File: config.mk
export PLATFORM = sky130hd
export DESIGN_NAME = load_store_unit
export DESIGN_NICKNAME = d
export VERILOG_FILES = /design/src/rtl/load_store_unit.sv
export SDC_FILE = /design/constraint.sdc
export NUM_CORES = 1
export LEC_CHECK = 0
export CAP_MARGIN = 20
export CORE_MARGIN = 2
export CORE_UTILIZATION = 43
export DETAILED_ROUTE_END_ITERATION = 10
export GPL_ROUTABILITY_DRIVEN = 1
export GPL_TIMING_DRIVEN = 0
export PLACE_DENSITY = 0.9
export SKIP_CTS_REPAIR_TIMING = 1
export SLEW_MARGIN = 40
export SYNTH_ARGS = -nofsm -noshare
export SYNTH_HDL_FRONTEND = slang
export SYNTH_SLANG_ARGS = --single-unit
File: constraint.sdc
create_clock -name clk -period 4.11 [get_ports clk]
set_input_delay 1.0275 -clock clk [delete_from_list [all_inputs] [get_ports clk]]
set_output_delay 1.0275 -clock clk [all_outputs]
set_load 0.02 [all_outputs]
File: src/rtl/load_store_unit.sv
// load_store_unit: rv32i load/store sequencer with alignment checks, byte lanes and timeout
module load_store_unit #(
  parameter int ADDR_W  = 12,
  parameter int TIMEOUT = 15
) (
  input  logic              clk,
  input  logic              rst,
  input  logic              start,
  input  logic              is_store,
  input  logic [2:0]        funct3,
  input  logic [31:0]       addr,
  input  logic [31:0]       rs2_data,
  output logic [ADDR_W-1:0] mem_addr,
  output logic              req,
  output logic              wr_en,
  output logic [3:0]        mask,
  output logic [31:0]       w_data,
  input  logic [31:0]       r_data,
  input  logic              valid,
  output logic              busy,
  output logic              done,
  output logic              err,
  output logic [31:0]       load_data
);
  localparam int CW = $clog2(TIMEOUT + 1);
  typedef enum logic [1:0] {IDLE, REQ, WAIT, DONE} state_t;
  state_t state, state_n;
  logic          st_q;
  logic [2:0]    f3_q;
  logic [1:0]    lo_q;
  logic [CW-1:0] cnt;
  logic          ill, mis, bad, hit, err_n;
  logic [3:0]    mask_n;
  logic [31:0]   wdata_n, byte_sh, half_sh, ld_n;
  logic          unused_addr;
  assign unused_addr = ^addr[31:ADDR_W+2];
  always_comb begin
    ill = funct3 == 3'b011 || funct3[2:1] == 2'b11 || (is_store && funct3 >= 3'b011);
    mis = (funct3[1:0] == 2'b01 && addr[0]) || (funct3[1:0] == 2'b10 && addr[1:0] != 2'b00);
    bad = ill || mis;
    hit = cnt == CW'(TIMEOUT - 1);
    err_n = state == IDLE ? bad : !valid;
    state_n = state;
    case (state)
      IDLE: state_n = start ? (bad ? DONE : REQ) : IDLE;
      REQ:  state_n = WAIT;
      WAIT: state_n = (valid || hit) ? DONE : WAIT;
      DONE: state_n = IDLE;
    endcase
    mask_n = funct3[1:0] == 2'b00 ? 4'b0001 << addr[1:0] :
             funct3[1:0] == 2'b01 ? 4'b0011 << {addr[1], 1'b0} : 4'b1111;
    wdata_n = funct3[1:0] == 2'b00 ? {4{rs2_data[7:0]}} :
              funct3[1:0] == 2'b01 ? {2{rs2_data[15:0]}} : rs2_data;
    byte_sh = r_data >> {lo_q, 3'b000};
    half_sh = r_data >> {lo_q[1], 4'b0000};
    ld_n = f3_q[1:0] == 2'b00 ? {{24{!f3_q[2] && byte_sh[7]}}, byte_sh[7:0]} :
           f3_q[1:0] == 2'b01 ? {{16{!f3_q[2] && half_sh[15]}}, half_sh[15:0]} : r_data;
  end
  always_ff @(posedge clk or posedge rst) begin
    if (rst) begin
      state     <= IDLE;
      st_q      <= 1'b0;
      f3_q      <= '0;
      lo_q      <= '0;
      cnt       <= '0;
      mem_addr  <= '0;
      req       <= 1'b0;
      wr_en     <= 1'b0;
      mask      <= '0;
      w_data    <= '0;
      busy      <= 1'b0;
      done      <= 1'b0;
      err       <= 1'b0;
      load_data <= '0;
    end else begin
      state <= state_n;
      req   <= state_n == REQ;
      wr_en <= state == IDLE && state_n == REQ && is_store;
      busy  <= state_n != IDLE;
      done  <= state_n == DONE;
      err   <= state_n == DONE && err_n;
      cnt   <= state == WAIT ? cnt + CW'(1) : '0;
      if (state == IDLE && start) begin
        st_q     <= is_store;
        f3_q     <= funct3;
        lo_q     <= addr[1:0];
        mem_addr <= addr[ADDR_W+1:2];
        mask     <= mask_n;
        w_data   <= wdata_n;
      end
      if (state == WAIT && valid && !st_q) load_data <= ld_n;
    end
  end
endmodule
### After elaboration in Yosys (flattened, before gate mapping)

Cells that the tools add are included.

* bits in latches: 0
* output and inout bits: 85
* ROM bits: 0
* input port bits: 104
* RAM bits: 0
* memories: 0
* bits in registers: 97

* $mul: 0
* reduce and logical (&&, ||, !) cells: 24
* multiplexer cells: 12
* div/mod/pow operators: 0
* add/subtract/negate cells: 1
* shift-type cells: 4
* equal/unequal tests: 11
* bitwise operators: 0
* magnitude comparators: 1

Operators by type and width (number)
* 32-bit 2-to-1 mux: 4
* 32-bit by 5-bit right shift with 16-bit output: 1
* 32-bit by 5-bit right shift with 8-bit output: 1
* 4-bit 2-to-1 mux: 3
* 1-bit logical AND: 11
* 2-bit == test (second input constant): 5
* 2-bit by 1-bit == test with 1-bit output (second input constant): 4
* 2-bit case mux with 4 select lines: 1
* 2-bit logical NOT: 3
* 1-bit logical OR: 5
* 4-bit by 1-bit adder with 4-bit output (second input constant): 1
* 4-bit == test (second input constant): 1
* 2-bit 2-to-1 mux: 2
* 2-bit nonzero test: 2
* 1-bit by 2-bit left shift with 4-bit output (first input constant): 1
* 2-bit by 2-bit left shift with 4-bit output (first input constant): 1
* 3-bit by 2-bit == test with 1-bit output (second input constant): 1
* 3-bit by 2-bit greater-or-equal comparator with 1-bit output (second input constant): 1
* 1-bit logical NOT: 3
* 1-bit 2-to-1 mux: 2

### Depth between registers and ports, before layout

* depth in word-level cells: 10
* gate-level depth with buffers: 8

### Worst setup path after synthesis

No wires, ideal clock.

* kind: in2reg
* start point: input port r_data[23]
* end point: register load_data[17]
* cell stages on the path: 4
* data arrival time: 1.959 ns
* slack: 2.029 ns
* buffers on the path: 1
* cell sequence: mux4_2 > a21oi_4 > buf_4 > a21oi_1

* word-level cells in the longest chain between the ends: 3

RTL lines
* start, declared: RTL line 18 `input logic [31:0] r_data,`
* 32-bit by 5-bit right shift with 8-bit output: RTL line 54 `byte_sh = r_data >> {lo_q, 3'b000};`
* 1-bit logical AND: RTL line 56 `ld_n = f3_q[1:0] == 2'b00 ? {{24{!f3_q[2] && byte_sh[7]}}, byte_sh[7:0]} :`
* 32-bit 2-to-1 mux: RTL line 56
* end signal, assigned: RTL line 91 `if (state == WAIT && valid && !st_q) load_data <= ld_n;`
* end, declared: RTL line 23 `output logic [31:0] load_data`

No other way between the ends.
A chain may end at the register's enable or synchronous reset.

### Worst setup path after layout

* start point: register w_data[12]
* end point: output port w_data[12]

RTL lines
* start, declared: RTL line 17 `output logic [31:0] w_data,`
* start signal, assigned: RTL line 89 `w_data <= wdata_n;`

No word-level cell between the ends.

==> impl_metrics.csv <==
group,metric,value,unit
setup_path,cp-start-kind,"flip-flop",
routing,drtIter0Drc,186,
setup_path,crit_family,"buffers and inverters",
pwr,vdd.ir_drop.worst,460.9,uV
pwr,total_power,0.004972,W
logic_synthesis,synth_compound_area_share,16.66,%
routing,vias,4123,
cells_and_area,drive_above_1_share,9.791,%
logic_synthesis,synth_seq_cells,97,
logic_synthesis,synthAdderAreaFrac,1.384,%
flow_run,drv_cap,0,
logic_synthesis,synth_enable_flop_cells,0,
logic_synthesis,synth.distinct_cells,40,
cts,clkTransAtPathRegs,0.09,ns
cells_and_area,layout.nets,727,
cts,numCtsBuffers,9,
pwr,power-per-cell-area,752.6,nW/um^2
logic_synthesis,yosysWarnings,0,
setup_path,worst-path-stages,1,
routing,firstDrtPassIters,5,
setup_path,worstRegToRegCells,8,
floorplanning,die_w,106.5,um
timing,max_freq,0.4084,GHz
floorplanning,core,10280,sq um
cts,clk_latency,0.39,ns
pwr,p_leak,2.814,nW
cts,cts.path.max_buffers,2,
logic_synthesis,yosysTopAreaCell,"dfrtp_1",
routing,avgRoutedWirePerCell,18.11,um
logic_synthesis,syn_avg_cell_area,10.37,sq um
logic_synthesis,netlist.area_leader.share,53.69,%
setup_path,slowest_stage,"clkdlybuf4s50_1",
placed_design,gp_congestion,0.8960,
floorplanning,die_y,106.5,um
timing,period_needed,2.449,ns
routing,ant_nets,0,
logic_synthesis,synth_most_common_cell,"dfrtp_1",
timing,slew_viol_final,0,
setup_path,path_class,"flip-flop to output port",
cells_and_area,diodes,0,
logic_synthesis,synth-simple-area-share,11.65,%
timing,slew-limit-headroom,51.89,%
logic_synthesis,yosysSeqAreaShare,53.69,%
hold_path,hold_path_class,"flip-flop to flip-flop",
floorplanning,start_util,43.99,%
timing,fin_crit_sh,59.58,%
routing,drc_errors,0,
hold_path,whs_path_depth,2,
logic_synthesis,ys_top_cells_by_area,"dfrtp_1, mux2_2, mux2i_1",
placed_design,dp_hpwl,10390,um
floorplanning,dieArea,11350,sq um
floorplanning,io_pins,189,
global_routing,grt_usage,25.27,%
routing,viasPerCell,5.432,
logic_synthesis,syn_inst,436,
timing,setup_viol,0,
global_routing,grt_max_degree,56,
timing,fin_hold_ws,0.4897,ns
cts,clock-sinks,97,
global_routing,antenna_found_initial,0,
timing,tns,0,ns
cts,ctsHtreeMaxLevel,3,
setup_path,cp_cell_sequence,"clkdlybuf4s50_1",
cts,cts_root_buf,"clkbuf_8",
routing,wl,13750,um
timing,hold_viol_final,0,
setup_path,worstPathMaxFanout,2,
logic_synthesis,synth.area.mux_share,12.73,%
logic_synthesis,synth_common_cells,"dfrtp_1, nand2_1, a21oi_1",
setup_path,cp-end-kind,"output port",
setup_path,slowest_delay,0.65,ns
cts,cts_tree,"built",
cells_and_area,area_growth,46.14,%
global_routing,grt_pass1_vias,4481,
cells_and_area,fill_cells,830,
run_status,status,"finished clean",
setup_path,crit_arrival,1.42,ns
timing,skew,0.009528,ns
logic_synthesis,synth-xor-area-share,0.3875,%
timing,rsz0062_at_grt,"false",
logic_synthesis,synth_flop_cell,"dfrtp_1",
logic_synthesis,synthArstFlopShare,100.0,%
global_routing,grt_overflow,0,
global_routing,grt_pass1_wl,22280,um
setup_path,path_buf_inv,1,
placed_design,io_buffers,170,
logic_synthesis,syn_nets,545,
logic_synthesis,synth_top_family_by_area,"compound AO/OA/AOI/OAI gates",
setup_path,worstPathRequired,3.08,ns
logic_synthesis,syn_area,4521,sq um
timing,worst_slew_pin_slew,0.7124,ns
floorplanning,rows,37,
kinds of logic (layout without fill, tap and decap cells):
group / after synthesis / after routing
simple gates: 124 / 124
compound gates: 120 / 120
flops: 97 / 97
mux: 52 / 52
buf+inv: 36 / 223
fa+ha+maj: 5 / 5
xor+xnor: 2 / 2
state kept, by name, indices dropped and copies added (netlist names), 2 cells and up:
register   count
mask           4
cnt            4
f3_q           3
lo_q           2
load_data     32
mem_addr      12
state          2
w_data        32
cell usage in the layout (no fill, tap or decap), types with 7 or more instances in the layout:
cell type	synthesis	routed
clkbuf_8	0	10
nor2b_1	11	11
clkdlybuf4s50_1	0	170
o21a_1	7	7
clkbuf_1	11	12
a21oi_1	39	39
mux2i_1	26	26
o21ai_0	33	33
dfrtp_1	97	97
nand2_1	65	65
buf_2	12	12
inv_1	10	9
nor2_1	35	35
mux2_2	24	24
o221ai_1	7	7
metal layers:
layer	vias to the layer above	track usage [%]	part of all wire, %
met5	-	0	0
met3	21	8.584	9.8
li1	1893	-	-
met2	190	43.64	51
met1	2019	29.14	37
met4	0	9.276	1.6
area by class of cell:
| class | instances | area (sq um) | share of cell area, % |
|---|---|---|---|
| Inverter | 10 | 42.54 | 0.6439 |
| Timing Repair Buffer | 171 | 1729 | 26.17 |
| Buffer | 26 | 120.1 | 1.818 |
| Tap cell | 136 | 170.2 | 2.576 |
| Multi-Input combinational cell | 303 | 1936 | 29.30 |
| Clock buffer | 11 | 141.4 | 2.140 |
| Sequential cell | 97 | 2427 | 36.74 |
| Clock inverter | 5 | 40.04 | 0.6061 |
where the power goes:
part           switching (W)  internal [W]
Combinational        0.00144       0.00125
Clock               0.000354      0.000241
Sequential          0.000269       0.00141
Total                0.00207       0.00291
final timing paths:
| path | from | slack, ns | end |
|---|---|---|---|
| max | w_data[12]$_DFFE_PP0P_ | 1.66 | w_data[12] |
| min | mask[1]$_DFFE_PP0P_ | 0.49 | mask[1]$_DFFE_PP0P_ |
| max reg2reg | state[0]$_DFF_PP0_ | 2.24 | load_data[31]$_DFFE_PP0P_ |
| min reg2reg | mask[1]$_DFFE_PP0P_ | 0.49 | mask[1]$_DFFE_PP0P_ |
| max in group asynchronous | rst | 2.47 | w_data[16]$_DFFE_PP0P_ |
| min in group asynchronous | rst | 1.03 | mem_addr[1]$_DFFE_PP0P_ |
per-stage QoR:
stage                     util, %  area, sq um  setup slack (ns)  instances
after global placement      62.20         6392           -0.8094        742
after detailed placement    62.52         6425             1.311        743
after CTS                   64.28         6606             1.657        759
after global routing        64.28         6606             1.576        759
after floorplan                 -         4521            0.5488        436
final                       64.28         6606             1.661        759
Power figures use the tool's default switching activity.
